<file path="src/rtl/mips_ctrl_pkg.sv">
// Shared encodings for the multicycle MIPS control path: opcodes, functs,
// ALU codes, datapath select values and the controller state encoding.
package mips_ctrl_pkg;

  localparam logic [5:0] OP_RTYPE = 6'h00;
  localparam logic [5:0] OP_J     = 6'h02;
  localparam logic [5:0] OP_JAL   = 6'h03;
  localparam logic [5:0] OP_BEQ   = 6'h04;
  localparam logic [5:0] OP_ADDI  = 6'h08;
  localparam logic [5:0] OP_LW    = 6'h23;
  localparam logic [5:0] OP_SW    = 6'h2B;

  localparam logic [5:0] FN_ADD = 6'h20;
  localparam logic [5:0] FN_SUB = 6'h22;
  localparam logic [5:0] FN_AND = 6'h24;
  localparam logic [5:0] FN_OR  = 6'h25;
  localparam logic [5:0] FN_SLT = 6'h2A;

  localparam logic [2:0] ALU_AND = 3'b000;
  localparam logic [2:0] ALU_OR  = 3'b001;
  localparam logic [2:0] ALU_ADD = 3'b010;
  localparam logic [2:0] ALU_SUB = 3'b110;
  localparam logic [2:0] ALU_SLT = 3'b111;

  localparam logic [1:0] REGDST_RT = 2'b00;
  localparam logic [1:0] REGDST_RD = 2'b01;
  localparam logic [1:0] REGDST_RA = 2'b10;

  localparam logic [1:0] M2R_ALUOUT = 2'b00;
  localparam logic [1:0] M2R_MDR    = 2'b01;
  localparam logic [1:0] M2R_PC     = 2'b10;

  localparam logic       SRCA_PC = 1'b0;
  localparam logic       SRCA_A  = 1'b1;

  localparam logic [1:0] SRCB_B     = 2'b00;
  localparam logic [1:0] SRCB_FOUR  = 2'b01;
  localparam logic [1:0] SRCB_IMM   = 2'b10;
  localparam logic [1:0] SRCB_IMMSH = 2'b11;

  localparam logic [1:0] PCSRC_ALU    = 2'b00;
  localparam logic [1:0] PCSRC_ALUOUT = 2'b01;
  localparam logic [1:0] PCSRC_JUMP   = 2'b10;

  typedef enum logic [3:0] {
    S_FETCH  = 4'd0,
    S_DECODE = 4'd1,
    S_MEMADR = 4'd2,
    S_MEMRD  = 4'd3,
    S_MEMWB  = 4'd4,
    S_MEMWR  = 4'd5,
    S_EXEC   = 4'd6,
    S_ALUWB  = 4'd7,
    S_BRANCH = 4'd8,
    S_ADDIEX = 4'd9,
    S_ADDIWB = 4'd10,
    S_JUMP   = 4'd11,
    S_JAL    = 4'd12
  } state_t;

endpackage

</file>
<file path="src/rtl/mips_alu_decoder.sv">
// R-type funct field to ALU operation; flags functs the core does not implement.
module mips_alu_decoder
  import mips_ctrl_pkg::*;
(
  input  logic [5:0] i_funct,
  output logic [2:0] o_alu_ctrl,
  output logic       o_illegal
);

  always_comb begin
    o_alu_ctrl = 3'b000;
    o_illegal  = 1'b0;
    case (i_funct)
      FN_ADD:  o_alu_ctrl = ALU_ADD;
      FN_SUB:  o_alu_ctrl = ALU_SUB;
      FN_AND:  o_alu_ctrl = ALU_AND;
      FN_OR:   o_alu_ctrl = ALU_OR;
      FN_SLT:  o_alu_ctrl = ALU_SLT;
      default: o_illegal  = 1'b1;
    endcase
  end

endmodule

</file>
<file path="src/rtl/mips_multicycle_ctrl.sv">
// Main control FSM of the multicycle MIPS core. Define MIPS_CTRL_JAL_EN to
// support jal (opcode 0x03); otherwise that opcode is reported as illegal.
module mips_multicycle_ctrl
  import mips_ctrl_pkg::*;
#(
  parameter int CNT_W = 32
) (
  input  logic             clk_i,
  input  logic             reset_i,
  input  logic [5:0]       opcode_i,
  input  logic [5:0]       funct_i,
  input  logic             zero_i,
  input  logic             mem_ready_i,
  output logic             pc_en_o,
  output logic             ir_write_o,
  output logic             iord_o,
  output logic             mem_read_o,
  output logic             mem_write_o,
  output logic             reg_write_o,
  output logic [1:0]       reg_dst_o,
  output logic [1:0]       mem_to_reg_o,
  output logic             alu_src_a_o,
  output logic [1:0]       alu_src_b_o,
  output logic [2:0]       alu_ctrl_o,
  output logic [1:0]       pc_src_o,
  output logic             illegal_o,
  output logic [3:0]       state_o,
  output logic [CNT_W-1:0] retired_o
);

  state_t           r_state;
  state_t           w_next;
  logic [CNT_W-1:0] r_retired;
  logic             w_retire;
  logic [2:0]       w_dec_alu;
  logic             w_dec_illegal;

  mips_alu_decoder u_alu_dec (
    .i_funct    (funct_i),
    .o_alu_ctrl (w_dec_alu),
    .o_illegal  (w_dec_illegal)
  );

  always_ff @(posedge clk_i) begin
    if (reset_i) begin
      r_state   <= S_FETCH;
      r_retired <= '0;
    end else begin
      r_state <= w_next;
      if (w_retire) r_retired <= r_retired + CNT_W'(1);
    end
  end

  always_comb begin
    w_next       = r_state;
    w_retire     = 1'b0;
    pc_en_o      = 1'b0;
    ir_write_o   = 1'b0;
    iord_o       = 1'b0;
    mem_read_o   = 1'b0;
    mem_write_o  = 1'b0;
    reg_write_o  = 1'b0;
    reg_dst_o    = REGDST_RT;
    mem_to_reg_o = M2R_ALUOUT;
    alu_src_a_o  = SRCA_PC;
    alu_src_b_o  = SRCB_B;
    alu_ctrl_o   = 3'b000;
    pc_src_o     = PCSRC_ALU;
    illegal_o    = 1'b0;

    case (r_state)
      S_FETCH: begin
        mem_read_o  = 1'b1;
        alu_src_b_o = SRCB_FOUR;
        alu_ctrl_o  = ALU_ADD;
        if (mem_ready_i) begin
          ir_write_o = 1'b1;
          pc_en_o    = 1'b1;
          w_next     = S_DECODE;
        end
      end
      // ALU precomputes the branch target while the opcode is decoded.
      S_DECODE: begin
        alu_src_b_o = SRCB_IMMSH;
        alu_ctrl_o  = ALU_ADD;
        case (opcode_i)
          OP_LW, OP_SW: w_next = S_MEMADR;
          OP_RTYPE:     w_next = S_EXEC;
          OP_BEQ:       w_next = S_BRANCH;
          OP_ADDI:      w_next = S_ADDIEX;
          OP_J:         w_next = S_JUMP;
`ifdef MIPS_CTRL_JAL_EN
          OP_JAL:       w_next = S_JAL;
`endif
          default: begin
            illegal_o = 1'b1;
            w_next    = S_FETCH;
          end
        endcase
      end
      S_MEMADR: begin
        alu_src_a_o = SRCA_A;
        alu_src_b_o = SRCB_IMM;
        alu_ctrl_o  = ALU_ADD;
        w_next      = (opcode_i == OP_LW) ? S_MEMRD : S_MEMWR;
      end
      S_MEMRD: begin
        mem_read_o = 1'b1;
        iord_o     = 1'b1;
        if (mem_ready_i) w_next = S_MEMWB;
      end
      S_MEMWB: begin
        reg_write_o  = 1'b1;
        reg_dst_o    = REGDST_RT;
        mem_to_reg_o = M2R_MDR;
        w_next       = S_FETCH;
        w_retire     = 1'b1;
      end
      S_MEMWR: begin
        mem_write_o = 1'b1;
        iord_o      = 1'b1;
        if (mem_ready_i) begin
          w_next   = S_FETCH;
          w_retire = 1'b1;
        end
      end
      S_EXEC: begin
        alu_src_a_o = SRCA_A;
        alu_src_b_o = SRCB_B;
        alu_ctrl_o  = w_dec_alu;
        if (w_dec_illegal) begin
          illegal_o = 1'b1;
          w_next    = S_FETCH;
        end else begin
          w_next = S_ALUWB;
        end
      end
      S_ALUWB: begin
        reg_write_o  = 1'b1;
        reg_dst_o    = REGDST_RD;
        mem_to_reg_o = M2R_ALUOUT;
        w_next       = S_FETCH;
        w_retire     = 1'b1;
      end
      S_BRANCH: begin
        alu_src_a_o = SRCA_A;
        alu_src_b_o = SRCB_B;
        alu_ctrl_o  = ALU_SUB;
        pc_src_o    = PCSRC_ALUOUT;
        pc_en_o     = zero_i;
        w_next      = S_FETCH;
        w_retire    = 1'b1;
      end
      S_ADDIEX: begin
        alu_src_a_o = SRCA_A;
        alu_src_b_o = SRCB_IMM;
        alu_ctrl_o  = ALU_ADD;
        w_next      = S_ADDIWB;
      end
      S_ADDIWB: begin
        reg_write_o  = 1'b1;
        reg_dst_o    = REGDST_RT;
        mem_to_reg_o = M2R_ALUOUT;
        w_next       = S_FETCH;
        w_retire     = 1'b1;
      end
      S_JUMP: begin
        pc_src_o = PCSRC_JUMP;
        pc_en_o  = 1'b1;
        w_next   = S_FETCH;
        w_retire = 1'b1;
      end
`ifdef MIPS_CTRL_JAL_EN
      // PC already holds PC+4 from fetch, so it is the link value for $31.
      S_JAL: begin
        reg_write_o  = 1'b1;
        reg_dst_o    = REGDST_RA;
        mem_to_reg_o = M2R_PC;
        pc_src_o     = PCSRC_JUMP;
        pc_en_o      = 1'b1;
        w_next       = S_FETCH;
        w_retire     = 1'b1;
      end
`endif
      default: w_next = S_FETCH;
    endcase

    // Reset aborts the instruction in flight: no write side effects, no retire.
    if (reset_i) begin
      pc_en_o     = 1'b0;
      ir_write_o  = 1'b0;
      mem_read_o  = 1'b0;
      mem_write_o = 1'b0;
      reg_write_o = 1'b0;
      illegal_o   = 1'b0;
      w_retire    = 1'b0;
    end
  end

  assign state_o   = r_state;
  assign retired_o = r_retired;

endmodule

</file>
<file path="config.mk">
export PLATFORM = sky130hd
export DESIGN_NAME = mips_multicycle_ctrl
export DESIGN_NICKNAME = d
export VERILOG_FILES = /design/src/rtl/mips_ctrl_pkg.sv /design/src/rtl/mips_alu_decoder.sv /design/src/rtl/mips_multicycle_ctrl.sv
export SDC_FILE = /design/constraint.sdc
export NUM_CORES = 1
export LEC_CHECK = 0
export BUFFER_PORTS_ARGS = -buffer_cell sky130_fd_sc_hd__buf_2
export CAP_MARGIN = 20
export CORE_MARGIN = 5
export CORE_UTILIZATION = 40
export CTS_CLUSTER_DIAMETER = 150
export CTS_CLUSTER_SIZE = 40
export DETAILED_ROUTE_END_ITERATION = 7
export GPL_ROUTABILITY_DRIVEN = 1
export SLEW_MARGIN = 20
export SYNTH_ARGS = -nofsm -noshare
export SYNTH_HDL_FRONTEND = slang
export SYNTH_SLANG_ARGS = --single-unit
</file>
<file path="constraint.sdc">
create_clock -name clk_i -period 2.2 [get_ports clk_i]
set_clock_uncertainty 0.1 [all_clocks]
set_input_delay 0 -clock clk_i [delete_from_list [all_inputs] [get_ports clk_i]]
set_output_delay 0 -clock clk_i [all_outputs]
set_load 0.02 [all_outputs]
</file>
# Yosys cells after proc, flatten, opt, wreduce, memory -nomap -nowiden
# Cells that the tools add are included.
[totals]
regBits = 36
inputBits = 16
out_inout_bits = 55
elab_cells = 72
[op_classes]
add_sub_neg = 1
n_eq_ne = 24
mux = 32
reduce_logical = 13
[ops]
columns = ["op", "count"]
rows = [
  ["6-bit equality test, second input constant", 7],
  ["32-bit by 1-bit adder with 32-bit output, second input constant", 1],
  ["4-bit one-hot mux with 7 select lines", 1],
  ["4-bit one-hot mux with 5 select lines", 1],
  ["1-bit two-way mux", 18],
  ["4-bit by 3-bit equality test with 1-bit output, second input constant", 4],
  ["4-bit equality test, second input constant", 4],
  ["4-bit two-way mux", 3],
  ["3-bit one-hot mux with 4 select lines", 1],
  ["5-bit OR reduction", 2],
  ["3-bit one-hot mux with 3 select lines", 1],
  ["4-bit by 2-bit equality test with 1-bit output, second input constant", 2],
  ["2-bit OR reduction", 4],
  ["4-bit OR reduction", 2],
  ["6-bit by 2-bit equality test with 1-bit output, second input constant", 1],
  ["6-bit by 3-bit equality test with 1-bit output, second input constant", 1],
  ["6-bit by 4-bit equality test with 1-bit output, second input constant", 1],
  ["6-bit logical NOT", 1],
  ["3-bit two-way mux", 2],
  ["2-bit != test, second input constant", 3],
  ["2-bit one-hot mux with 3 select lines", 1],
  ["6-bit OR reduction", 1],
  ["4-bit by 1-bit equality test with 1-bit output, second input constant", 1],
  ["4-bit logical NOT", 1],
  ["5 further kinds", 6],
]

# Depth between registers and ports, before layout
[logic_depth]
depth_word = 5
ltp_mapped = 7
ltp_nobuf = 4

# Cells and area by module
# Synthesis repeated with hierarchy kept, for this count alone.
[hier_totals]
cells_unflattened = 299
hier_area_um2 = 2403.6
[by_module_without_submodules]
columns = ["module", "instances", "cells_each", "area_per_inst_um2", "seq_area_each_um2"]
rows = [
  ["mips_multicycle_ctrl", 1, 290, 2331.0, 720.7],
  ["mips_alu_decoder", 1, 9, 72.6, 0.0],
]

# Worst setup path before layout
# Ideal clock, no wire load.
[synth_path]
path_kind = "register -> output"
startpoint = "register r_state[3], in the netlist state_o[3]"
endpoint = "output pc_en_o"
t_arrival_ns = 1.935
required_time_ns = 2.100
slack_ns = 0.165
stages_incl_launch_ff = 6
path_buffers = 1
path_cell_list = "dfxtp_1 > clkbuf_1 > nand2b_1 > nor3_1 > a21oi_1 > o21bai_1"
[synth_via]
elab_chain_len = 3
elab_cells_between_ends = 5
cone_classes = "2 x eq/ne; 2 x mux; 1 x reduce/logical"
[synth_rtl]
columns = ["item", "line", "source"]
rows = [
  ["start: declaration", "mips_multicycle_ctrl.sv:31", "state_t r_state;"],
  ["start signal: assignment", "mips_multicycle_ctrl.sv:49", "r_state <= w_next;"],
  ["4-bit equality test / 4-bit logical NOT (equally long branches)", "mips_multicycle_ctrl.sv:71", "case (r_state)"],
  ["1-bit one-hot mux with 3 select lines *", "mips_multicycle_ctrl.sv:71", ""],
  ["1-bit two-way mux *", "mips_multicycle_ctrl.sv:189", "if (reset_i) begin"],
  ["end: declaration", "mips_multicycle_ctrl.sv:14", "output logic pc_en_o,"],
]
# Mark *: on every way between the ends. The rest lies on a longest branch, timed or not.

# Final worst setup path
[layout_path]
startpoint = "register r_retired[2], in the netlist retired_o[2]"
endpoint = "register r_retired[31], in the netlist retired_o[31]"
[layout_via]
elab_chain_len = 1
[layout_rtl]
columns = ["item", "line", "source"]
rows = [
  ["start: declaration", "mips_multicycle_ctrl.sv:33", "logic [CNT_W-1:0] r_retired;"],
  ["start signal: assignment", "mips_multicycle_ctrl.sv:50", "if (w_retire) r_retired <= r_retired + CNT_W'(1);"],
  ["32-bit by 1-bit adder with 32-bit output", "mips_multicycle_ctrl.sv:50", ""],
]
# Every way passes these cells.
# A chain may end at the register's enable or synchronous reset.

==> qor.yml <==
run_status:
  status: "finished, final reports clean"
critical_path:
  reg2reg_to: "retired_o[31]"
  reg2regPathDepth: 4
  critPathSlowestCell: "dfxtp_1"
  crit_arrival_ns: 2.08
  worstPathRequired_ns: 2.28
  critPathCaptureType: "flop"
  crit_family: "simple AND/OR/NAND/NOR gates"
  start_kind: "flop"
  r2r_slack_ns: 0.21
  critPathKind: "reg -> reg"
  cpPeakStageDelay_ns: 0.46
  crit_buf_inv: 0
  crit_chain: "and4b_1 -> nand3_1 -> nor4_1 -> mux2_1"
  critPathMaxFanout: 8
  r2r_start: "retired_o[2]"
logic_synthesis:
  synth-edff-count: 0
  async_flop_share_pct: 0
  synth_adder_area_share_pct: 0.524
  synthSimpleGateAreaFrac_pct: 36.3
  synth.area.mux_share_pct: 10.6
  synth-compound-area-share_pct: 14.3
  synth_xor_xnor_area_share_pct: 1.47
  yosysWarnings: 0
  yosysSeqAreaShare_pct: 30.2
  ys_types: 44
  dominantRegCellSynth: "dfxtp_1"
  syn_inst: 301
  synth_top_family_by_area: "simple AND/OR/NAND/NOR gates"
  synth.cell_area_mm2: 0.00239
  ys_seq_elements: 36
  synth.avg_cell_area_um2: 7.93
worst_hold_path:
  hold_class: "in -> reg"
  hold_depth: 4
  hold-path-endpoint: "state_o[3]"
  min-delay-start: "opcode_i[4]"
placement:
  numPortBuffers: 68
  dp_hpwl_um: 4670
  dp_worst_setup_slack_ns: 0.234
  place_congestion: 0.837
routing:
  drc: 0
  drtAntennaViolNets: 0
  wl_met3_um: 407
  wl_met1_um: 3010
  drtIter0Drc: 50
  first_pass_iters: 4
  wl_per_cell_um: 14.3
  routed_via_density: 5.33
  routed-wl-met2_um: 2900
  wirelength_um: 6390
  routed.top_layer: "met4"
  vias: 2382
clock_network:
  numCtsBuffers: 5
  htree_levels: 2
  clock_path_buffers: 2
  cts_setup_buffers: 0
  clk_pin_slew_ns: 0.08
  cts_tree: "yes"
  clock_sinks: 36
  clk_latency_ns: 0.29
  cts_root_buf: "clkbuf_8"
timing:
  period_needed_ns: 1.99
  max_freq_ghz: 0.502
  setup_violations: 0
  final_max_slew_viol_count: 0
  fin_crit_sh_pct: 90.5
  rsz0062_at_grt: "no"
  tns_ns: 0
  worstMarginPinSlew_ns: 0.589
  whs_ns: 0.0436
  worst_slack_ns: 0.209
  hold_violations: 0
  slew_headroom_pct: 60.7
die:
  row_count: 28
  start_util_pct: 40.8
  core_area_mm2: 0.00585
  die_area_mm2: 0.00761
  die_height_um: 87.3
  io_pins: 71
  die_x_um: 87.3
power_and_ir_drop:
  vdd_ir_drop_max_mv: 0.349
  p_leak_nw: 1.26
  total_power_mw: 1.40
  power_density_mw_per_mm2: 477
global_route:
  track_usage_pct: 16.3
  grt_first_pass_wirelength_um: 10200
  grt_max_degree: 61
  grt_pass1_vias: 2172
  antenna_found_initial: 0
  grt-ovfl-total: 0
finish:
  flow.area_growth_from_synthesis_pct: 23.2
  drive_above_1_share_pct: 25.8
  nets: 388
  antenna_cells: 0
  fill_cells: 617
  finish.utilization_pct: 50.3
flow_run:
  cap_viol_max_count: 0
==> power breakdown <==
| group | switching, mW | internal, mW | total (mW) |
|---|---|---|---|
| registers | 0.00217 | 0.654 | 0.656 |
| logic | 0.0972 | 0.0589 | 0.156 |
| clock network | 0.255 | 0.336 | 0.590 |
==> kinds of logic (layout without fill, tap and decap cells) <==
group | count (synthesis) | after routing
AND/OR/NAND/NOR | 158 | 158
AO/OA/AOI/OAI | 50 | 50
flip-flops | 36 | 36
buffers and inverters | 29 | 99
multiplexers | 22 | 22
XOR/XNOR | 4 | 4
adder cells (fa/ha/maj) | 1 | 1
other | 1 | 2
==> Yosys cell counts (3+ instances only) <==
cell      count  share of area, %
a21o_1        3              0.94
a21oi_1      18               3.8
and3_1        5               1.3
and4_1        5               1.8
buf_6         5               2.4
clkbuf_1     14               2.2
dfxtp_1      36                30
inv_1         8               1.3
mux2_1       16               7.5
nand2_1      15               2.4
nand2b_1      9               2.4
nand3_1      14               2.9
nand4_1       7               1.8
nor2_1       32               5.0
nor2b_1      23               6.0
nor3_1       20               4.2
nor4_1       10               2.6
o21ai_0       6               1.3
o21bai_1      3              0.94
o31ai_1       7               2.2
or3_1         5               1.3
or4_1         6               1.9
xor2_1        4               1.5
==> worst register-to-register path, stage by stage (launching register included) <==
cell	delay, ns
dfxtp_1	0.46
and4b_1	0.33
nand3_1	0.27
nor4_1	0.37
mux2_1	0.36
==> flip-flops by register name (all words and copies together), names as in the netlist <==
register	flops
retired_o	32
state_o	4
==> through the flow <==
| stage | area (um2) | cells |
|---|---|---|
| floorplan | 2390 | 302 |
| global placement | 2820 | 438 |
| detailed placement | 2820 | 438 |
| CTS | 2940 | 447 |
| global route | 2940 | 447 |
| finish | 2940 | 447 |
==> timing repair <==
action / in CTS / in global routing
hold buffers: 1 / 0
endpoints found under the hold margin: 1 / 0
gates resized for setup: 0 / 0
setup endpoints to repair: 0 / 0
==> placed cells by master, fill, tap and decap left out, types with 7 or more instances in the layout <==
cell type / n
dfxtp_1: 36
mux2_1: 16
a21oi_1: 18
nand4_1: 7
nor2_1: 32
o31ai_1: 7
nor3_1: 20
buf_4: 13
nand2b_1: 9
nor4_1: 10
buf_2: 68
nor2b_1: 23
nand3_1: 14
inv_1: 8
nand2_1: 15
==> worst max-delay path by stage <==
stage                 start             to  cells past startpoint
2_1_floorplan    state_o[3]        pc_en_o                      5
3_3_place_gp   retired_o[5]  retired_o[31]                      4
3_5_place_dp   retired_o[2]  retired_o[31]                      4
4_1_cts        retired_o[5]  retired_o[31]                      4
5_1_grt        retired_o[5]  retired_o[31]                      4
6_report       retired_o[2]  retired_o[31]                      4
==> layer usage <==
metal	vias up	global-route usage, %
met5	-	0
met4	0	3.77
met3	7	3.88
met2	60	27.7
met1	1084	20.9
li1	1231	-
==> final cells by class <==
type | instances | area, um2 | area share, %
clock buffer | 5 | 68.8 | 2.34
clock inverter | 3 | 42.5 | 1.45
inverter | 8 | 30.0 | 1.02
multi-input combinational | 237 | 1520 | 51.6
sequential | 36 | 721 | 24.5
tap | 75 | 93.8 | 3.19
timing repair buffer | 83 | 468 | 15.9
No activity file was read; power rests on OpenSTA's default activity.
